## src/rtl/speaker_i2s_tx_if.sv

```systemverilog
// rtl/speaker_i2s_tx_if.sv - sample inputs and DAC pin bundle for speaker_i2s_tx
interface speaker_i2s_tx_if;
  logic [15:0] audio_left;
  logic [15:0] audio_right;
  logic        audio_mclk;
  logic        audio_lrck;
  logic        audio_sck;
  logic        audio_sdin;
  logic        sample_tick;
  logic [15:0] led_level;

  // Upstream side: supplies samples, observes the DAC pins and strobes
  modport master (
    output audio_left, audio_right,
    input  audio_mclk, audio_lrck, audio_sck, audio_sdin, sample_tick, led_level
  );

  // Transmitter side
  modport slave (
    input  audio_left, audio_right,
    output audio_mclk, audio_lrck, audio_sck, audio_sdin, sample_tick, led_level
  );
endinterface

```

## src/rtl/speaker_i2s_tx.sv

```systemverilog
// rtl/speaker_i2s_tx.sv - Philips I2S transmitter for the Pmod I2S2 DAC; optional peak meter under SPK_PEAK_EN
module speaker_i2s_tx #(
  parameter int unsigned DECAY_FRAMES = 8192
) (
  input  logic           clk,
  input  logic           rst,
  speaker_i2s_tx_if.slave bus
);

  logic [8:0]  r_cnt;
  logic [31:0] r_frame;
  logic        r_sdin;
  logic        r_tick;
  logic        w_latch;
  logic [4:0]  w_slot;

  // cnt == 511 is the last clk of a frame: the only point where samples are taken
  assign w_latch = (r_cnt == 9'd511);
  assign w_slot  = r_cnt[8:4];

  // Free-running divider; every audio clock is a bit of this register
  always_ff @(posedge clk or posedge rst) begin
    if (rst) r_cnt <= '0;
    else     r_cnt <= r_cnt + 9'd1;
  end

  // Capture the stereo sample at frame end and flag it one clk later
  always_ff @(posedge clk or posedge rst) begin
    if (rst) begin
      r_frame <= '0;
      r_tick  <= 1'b0;
    end else begin
      r_tick <= w_latch;
      if (w_latch) r_frame <= {bus.audio_left, bus.audio_right};
    end
  end

  // Load the next slot's bit on the sck falling edge (last clk of the current slot).
  // Slot k+1 carries S[31-k]; slot 0 carries the outgoing frame's R[0], read here
  // on the same edge that replaces the frame register.
  always_ff @(posedge clk or posedge rst) begin
    if (rst) begin
      r_sdin <= 1'b0;
    end else if (r_cnt[3:0] == 4'hF) begin
      if (w_latch) r_sdin <= r_frame[0];
      else         r_sdin <= r_frame[~w_slot];
    end
  end

  assign bus.audio_mclk  = r_cnt[1];
  assign bus.audio_sck   = r_cnt[3];
  assign bus.audio_lrck  = r_cnt[8];
  assign bus.audio_sdin  = r_sdin;
  assign bus.sample_tick = r_tick;

`ifdef SPK_PEAK_EN
  localparam int unsigned DW = (DECAY_FRAMES > 2) ? $clog2(DECAY_FRAMES) : 1;
  // Counter value seen on the tick whose increment would reach DECAY_FRAMES-1
  localparam logic [DW-1:0] DECAY_LAST = (DECAY_FRAMES > 1) ? DW'(DECAY_FRAMES - 2) : '0;

  logic [14:0] r_peak;
  logic [DW-1:0] r_decay;
  logic [15:0] r_led;
  logic [14:0] w_mag_l;
  logic [14:0] w_mag_r;
  logic [14:0] w_mag;
  logic [4:0]  w_n;
  logic [15:0] w_therm;

  // |v| with -32768 clamped to 32767 so it fits 15 bits
  function automatic logic [14:0] mag15(input logic [15:0] v);
    logic [15:0] neg;
    neg = ~v + 16'd1;
    if (!v[15])  return v[14:0];
    if (neg[15]) return 15'h7FFF;
    return neg[14:0];
  endfunction

  // Larger channel magnitude of the latched sample
  always_comb begin
    w_mag_l = mag15(r_frame[31:16]);
    w_mag_r = mag15(r_frame[15:0]);
    w_mag   = (w_mag_l > w_mag_r) ? w_mag_l : w_mag_r;
  end

  // Peak hold with periodic halving once no louder sample has arrived
  always_ff @(posedge clk or posedge rst) begin
    if (rst) begin
      r_peak  <= '0;
      r_decay <= '0;
    end else if (r_tick) begin
      if (w_mag > r_peak) begin
        r_peak  <= w_mag;
        r_decay <= '0;
      end else if (r_decay >= DECAY_LAST) begin
        r_peak  <= r_peak >> 1;
        r_decay <= '0;
      end else begin
        r_decay <= r_decay + 1'b1;
      end
    end
  end

  // Thermometer code: top four magnitude bits plus one LED for any nonzero peak
  always_comb begin
    w_n = {1'b0, r_peak[14:11]} + {4'd0, |r_peak};
    w_therm = '0;
    for (int i = 0; i < 16; i++) w_therm[i] = (5'(i) < w_n);
  end

  // Meter register follows the peak one clk later
  always_ff @(posedge clk or posedge rst) begin
    if (rst) r_led <= '0;
    else     r_led <= w_therm;
  end

  assign bus.led_level = r_led;
`else
  assign bus.led_level = 16'h0000;

  // DECAY_FRAMES only shapes the meter; keep it bound so both builds share one parameter list
  if (DECAY_FRAMES == 0) begin : g_decay_frames_zero
  end
`endif

endmodule
```

## src/flat_wrapper.sv

```systemverilog
// flat-port wrapper written by rule: the top's interface ports become plain ports
module speaker_i2s_tx_flat 
#(
  parameter int unsigned DECAY_FRAMES = 8192
)
  (clk, rst, bus_audio_left, bus_audio_right, bus_audio_mclk, bus_audio_lrck, bus_audio_sck, bus_audio_sdin, bus_sample_tick, bus_led_level);
  speaker_i2s_tx_if bus_i ();
  input  logic clk;
  input  logic rst;
  input wire logic [$bits(bus_i.audio_left)-1:0] bus_audio_left;
  input wire logic [$bits(bus_i.audio_right)-1:0] bus_audio_right;
  output wire logic [$bits(bus_i.audio_mclk)-1:0] bus_audio_mclk;
  output wire logic [$bits(bus_i.audio_lrck)-1:0] bus_audio_lrck;
  output wire logic [$bits(bus_i.audio_sck)-1:0] bus_audio_sck;
  output wire logic [$bits(bus_i.audio_sdin)-1:0] bus_audio_sdin;
  output wire logic [$bits(bus_i.sample_tick)-1:0] bus_sample_tick;
  output wire logic [$bits(bus_i.led_level)-1:0] bus_led_level;
  assign bus_i.audio_left = bus_audio_left;
  assign bus_i.audio_right = bus_audio_right;
  assign bus_audio_mclk = bus_i.audio_mclk;
  assign bus_audio_lrck = bus_i.audio_lrck;
  assign bus_audio_sck = bus_i.audio_sck;
  assign bus_audio_sdin = bus_i.audio_sdin;
  assign bus_sample_tick = bus_i.sample_tick;
  assign bus_led_level = bus_i.led_level;
  speaker_i2s_tx #(.DECAY_FRAMES(DECAY_FRAMES)) u_core (.clk(clk), .rst(rst), .bus(bus_i));
endmodule
```

## config.mk

```make
export PLATFORM = sky130hd
export DESIGN_NAME = speaker_i2s_tx_flat
export DESIGN_NICKNAME = d
export VERILOG_FILES = /design/src/rtl/speaker_i2s_tx_if.sv /design/src/rtl/speaker_i2s_tx.sv /design/src/flat_wrapper.sv
export SDC_FILE = /design/constraint.sdc
export NUM_CORES = 1
export LEC_CHECK = 0
export ABC_CLOCK_PERIOD_IN_PS = 3100
export CORE_UTILIZATION = 48
export DETAILED_ROUTE_END_ITERATION = 7
export GPL_TIMING_DRIVEN = 0
export PLACE_DENSITY = 0.76
export SYNTH_ARGS = -nofsm -noshare
export SYNTH_HDL_FRONTEND = slang
export SYNTH_SLANG_ARGS = --single-unit
```

## constraint.sdc

```tcl
create_clock -name clk -period 3.1 [get_ports clk]
set_input_delay 0.775 -clock clk [delete_from_list [all_inputs] [get_ports clk]]
set_output_delay 0.775 -clock clk [all_outputs]
set_load 0.02 [all_outputs]
```

==> metrics.md, run 1 <==
| Metric | Value |
|---|---|
| Outcome | complete, no violations |
| PD cells | 371 nW/um^2 |
| CTS Sinks | 43 |
| FF-to-FF End | u_core.r_frame[19] |
| Worst Path Arrival | 2.92 ns |
| Vias | 1230 |
| H-tree Lvls | 2 |
| Count leader, synth | dfrtp_1 |
| Detail Route Antenna Nets | 0 |
| MaxCap Viol Count | 0 |
| Pre-antenna DRT Iters | 4 |
| Worst Setup End Kind | flip-flop |
| Post-synthesis sequential area ratio | 52.7% |
| Largest fanout on the critical path | 10 |
| Min-Delay Endpoint | u_core.r_cnt[0] |
| Max clock buf depth | 2 |
| Antenna Cells | 0 |
| Actual slew at the worst max-slew pin | 0.870 ns |
| Post-Route WL | 3400 um |
| Number of post-CTS setup repair buffers | 0 |
| Fmax | 0.366 GHz |
| Number of synthesized flops with an enable pin | 0 |
| Synth cell types | 28 |
| Hold Path Stages | 1 |
| Hold Crit Start | u_core.r_cnt[0] |
| Cell count after synthesis | 141 |
| Largest cells by area after synthesis | dfrtp_1 53%, mux2_2 18%, mux4_1 6.4% |
| HP Class | flip-flop to flip-flop |
| Mapped Avg Cell Area | 14.5 um^2 |
| Overall Power | 969 uW |
| Die area | 4520 um^2 |
| DRC Markers | 0 |
| Yosys top cell area share | 52.7% |
| # fillers | 313 |
| Worst-skew pair later-pin latency | 0.30 ns |
| Final setup vio count | 0 |
| Synth Register Bits | 43 |
| Non-Filler Instances | 250 |
| First-pass GRT wire length | 5580 um |
| # placed instances | 244 |
| Post-synth top cells | 43 x dfrtp_1, 32 x mux2_2, 16 x buf_4 |
| Origin of the critical flop-to-flop path | u_core.r_cnt[0] |
| Layout cells sized above 1 | 29.0% |
| R2R cell count | 8 |
| Slew headroom | 41.9% |
| Peak VDD IR | 295 uV |
| Die H | 67.2 um |
| GRT Util Overall | 17.1% |
| Final Max Tran Viols | 0 |
| Std-Cell Rows | 23 |
| Buffers added on ports | 38 |
| Final min period | 2.73 ns |
| Core area | 4030 um^2 |
| Leading register cell type out of synthesis | dfrtp_1 |
| Clock transition at the registers of the reported paths | 0.07 ns |
| Setup Skew | 0.00655 ns |
| Vias/cell | 4.92 |
| Startpoint Class | flip-flop |
| Synth Cell Area | 2040 um^2 |
| Root Driver | clkbuf_8 |
| Pleak | 0.00134 uW |
| CTS-repair resized insts | 0 |
| Starting density of the core | 50.7% |
| CTS tree | yes |
| Ys async rst share | 100% |
| Final hold violations | 0 |
| Initial antenna violation count | 0 |
| Net count, final | 237 |
| Initial DRC count | 25 |
| CP required | 3.28 ns |
| GP Congestion | 0.741 |
| Synth-to-layout area growth | 28.0% |
| Post-DP HPWL | 2590 um |
| Yosys top cell by area | dfrtp_1 |
| Number of global-route vias before repair | 1204 |
| Flop-to-flop setup slack | 0.37 ns |
| DR WL/cell | 13.6 um |
| DIE WIDTH | 67.2 um |
| Final period util | 88.2% |
| Setup total negative slack | 0 ns |
| Synth warn | 0 |
| CTS Buf Count | 5 |
| RSZ-0062 raised after global routing | no |
| Io pins | 55 |
| Largest net degree at the start of global routing | 44 |
| Crit path kind | flip-flop to flip-flop |
| # hold bufs at CTS | 0 |
| Grt ovf | 0 |
cells by family after synthesis:
group | share of synthesized area, %
AO/OA/AOI/OAI | 2.02
buffers and inverters | 8.89
other | 0.184
flip-flops | 52.7
adder cells (fa/ha/maj) | 1.23
multiplexers | 28.6
XOR/XNOR | 2.58
AND/OR/NAND/NOR | 3.74
worst max path at each step:
stage,slack [ns],from,to
3_3_place_gp,0.46,u_core.r_cnt[1],u_core.r_frame[12]
5_1_grt,0.13,u_core.r_cnt[0],u_core.r_frame[18]
4_1_cts,0.34,u_core.r_cnt[0],u_core.r_frame[19]
2_1_floorplan,0.63,u_core.r_cnt[1],u_core.r_frame[0]
3_5_place_dp,0.36,u_core.r_cnt[1],u_core.r_frame[14]
6_report,0.37,u_core.r_cnt[0],u_core.r_frame[19]
layout by cell type (no fill, tap or decap):
cell,count
mux4_1,5
inv_1,1
buf_4,16
mux2_2,32
a31oi_1,1
xor2_1,4
nor2b_1,1
dfrtp_1,43
and3_2,1
nand3_1,3
nor4b_1,1
mux2i_1,7
o211ai_1,1
nand3b_1,2
buf_6,1
o32a_1,1
clkdlybuf4s50_1,38
buf_12,1
buf_1,1
mux4_2,1
nand2_1,2
and3_1,2
ha_1,2
clkbuf_8,5
conb_1,16
inv_2,1
a211oi_1,1
xnor2_1,2
clkbuf_1,6
a2111oi_1,1
nor2_1,1
layout make-up:
class / count / area, um^2 / area share, %
flip-flops and latches: 43 / 1080 / 41.2
well taps: 50 / 62.6 / 2.39
inverters: 2 / 7.51 / 0.287
multi-input cells: 87 / 840 / 32.1
plain buffers: 24 / 174 / 6.66
clock buffers: 6 / 72.6 / 2.78
repair buffers: 38 / 380 / 14.6
critical path, stage by stage (launching register included):
cell and delay, ns:
dfrtp_1 0.38, ha_1 0.19, and3_1 0.28, and3_2 0.24
and3_1 0.16, ha_1 0.15, clkbuf_1 0.34, clkbuf_1 0.49
mux2_2 0.40
metal layers:
| layer | part of all wire [%] | up-vias | track usage, % |
|---|---|---|---|
| li1 | - | 591 | - |
| met1 | 43 | 592 | 21.1 |
| met2 | 49 | 41 | 28.1 |
| met3 | 5.6 | 6 | 4.22 |
| met4 | 1.9 | 0 | 7.98 |
| met5 | 0 | - | 0 |
state kept, by name (all words and copies together), names as in the netlist:
signal	cells
u_core.bus.audio_sdin	1
u_core.r_frame	32
u_core.r_cnt	9
u_core.bus.sample_tick	1
power breakdown:
part / switching [uW] / total (uW) / internal (uW)
Sequential: 0 / 561 / 561
Combinational: 35.0 / 84.6 / 49.6
Clock: 173 / 324 / 150
through the flow:
step	worst slack (ns)	instance area (um^2)	utilization (%)	hold WS (ns)
floorplan	0.635	2100	-	0.420
global placement	0.463	2540	63.0	0.433
detailed placement	0.362	2540	63.0	0.453
CTS	0.337	2610	64.8	0.464
global route	0.131	2610	64.8	0.512
finish	0.366	2610	64.8	0.459
Power figures use the tool's default switching activity.
==> inputs of run 2 (changes only) <==
--- a/config.mk
+++ b/config.mk
@@ -6,6 +6,7 @@
 export NUM_CORES = 1
 export LEC_CHECK = 0
 export ABC_CLOCK_PERIOD_IN_PS = 3100
+export CAP_MARGIN = 0
 export CORE_UTILIZATION = 48
 export DETAILED_ROUTE_END_ITERATION = 7
 export GPL_TIMING_DRIVEN = 0
==> results of run 2 <==
Same layout as run 1: the final DEF is identical, and so are final timing and power.
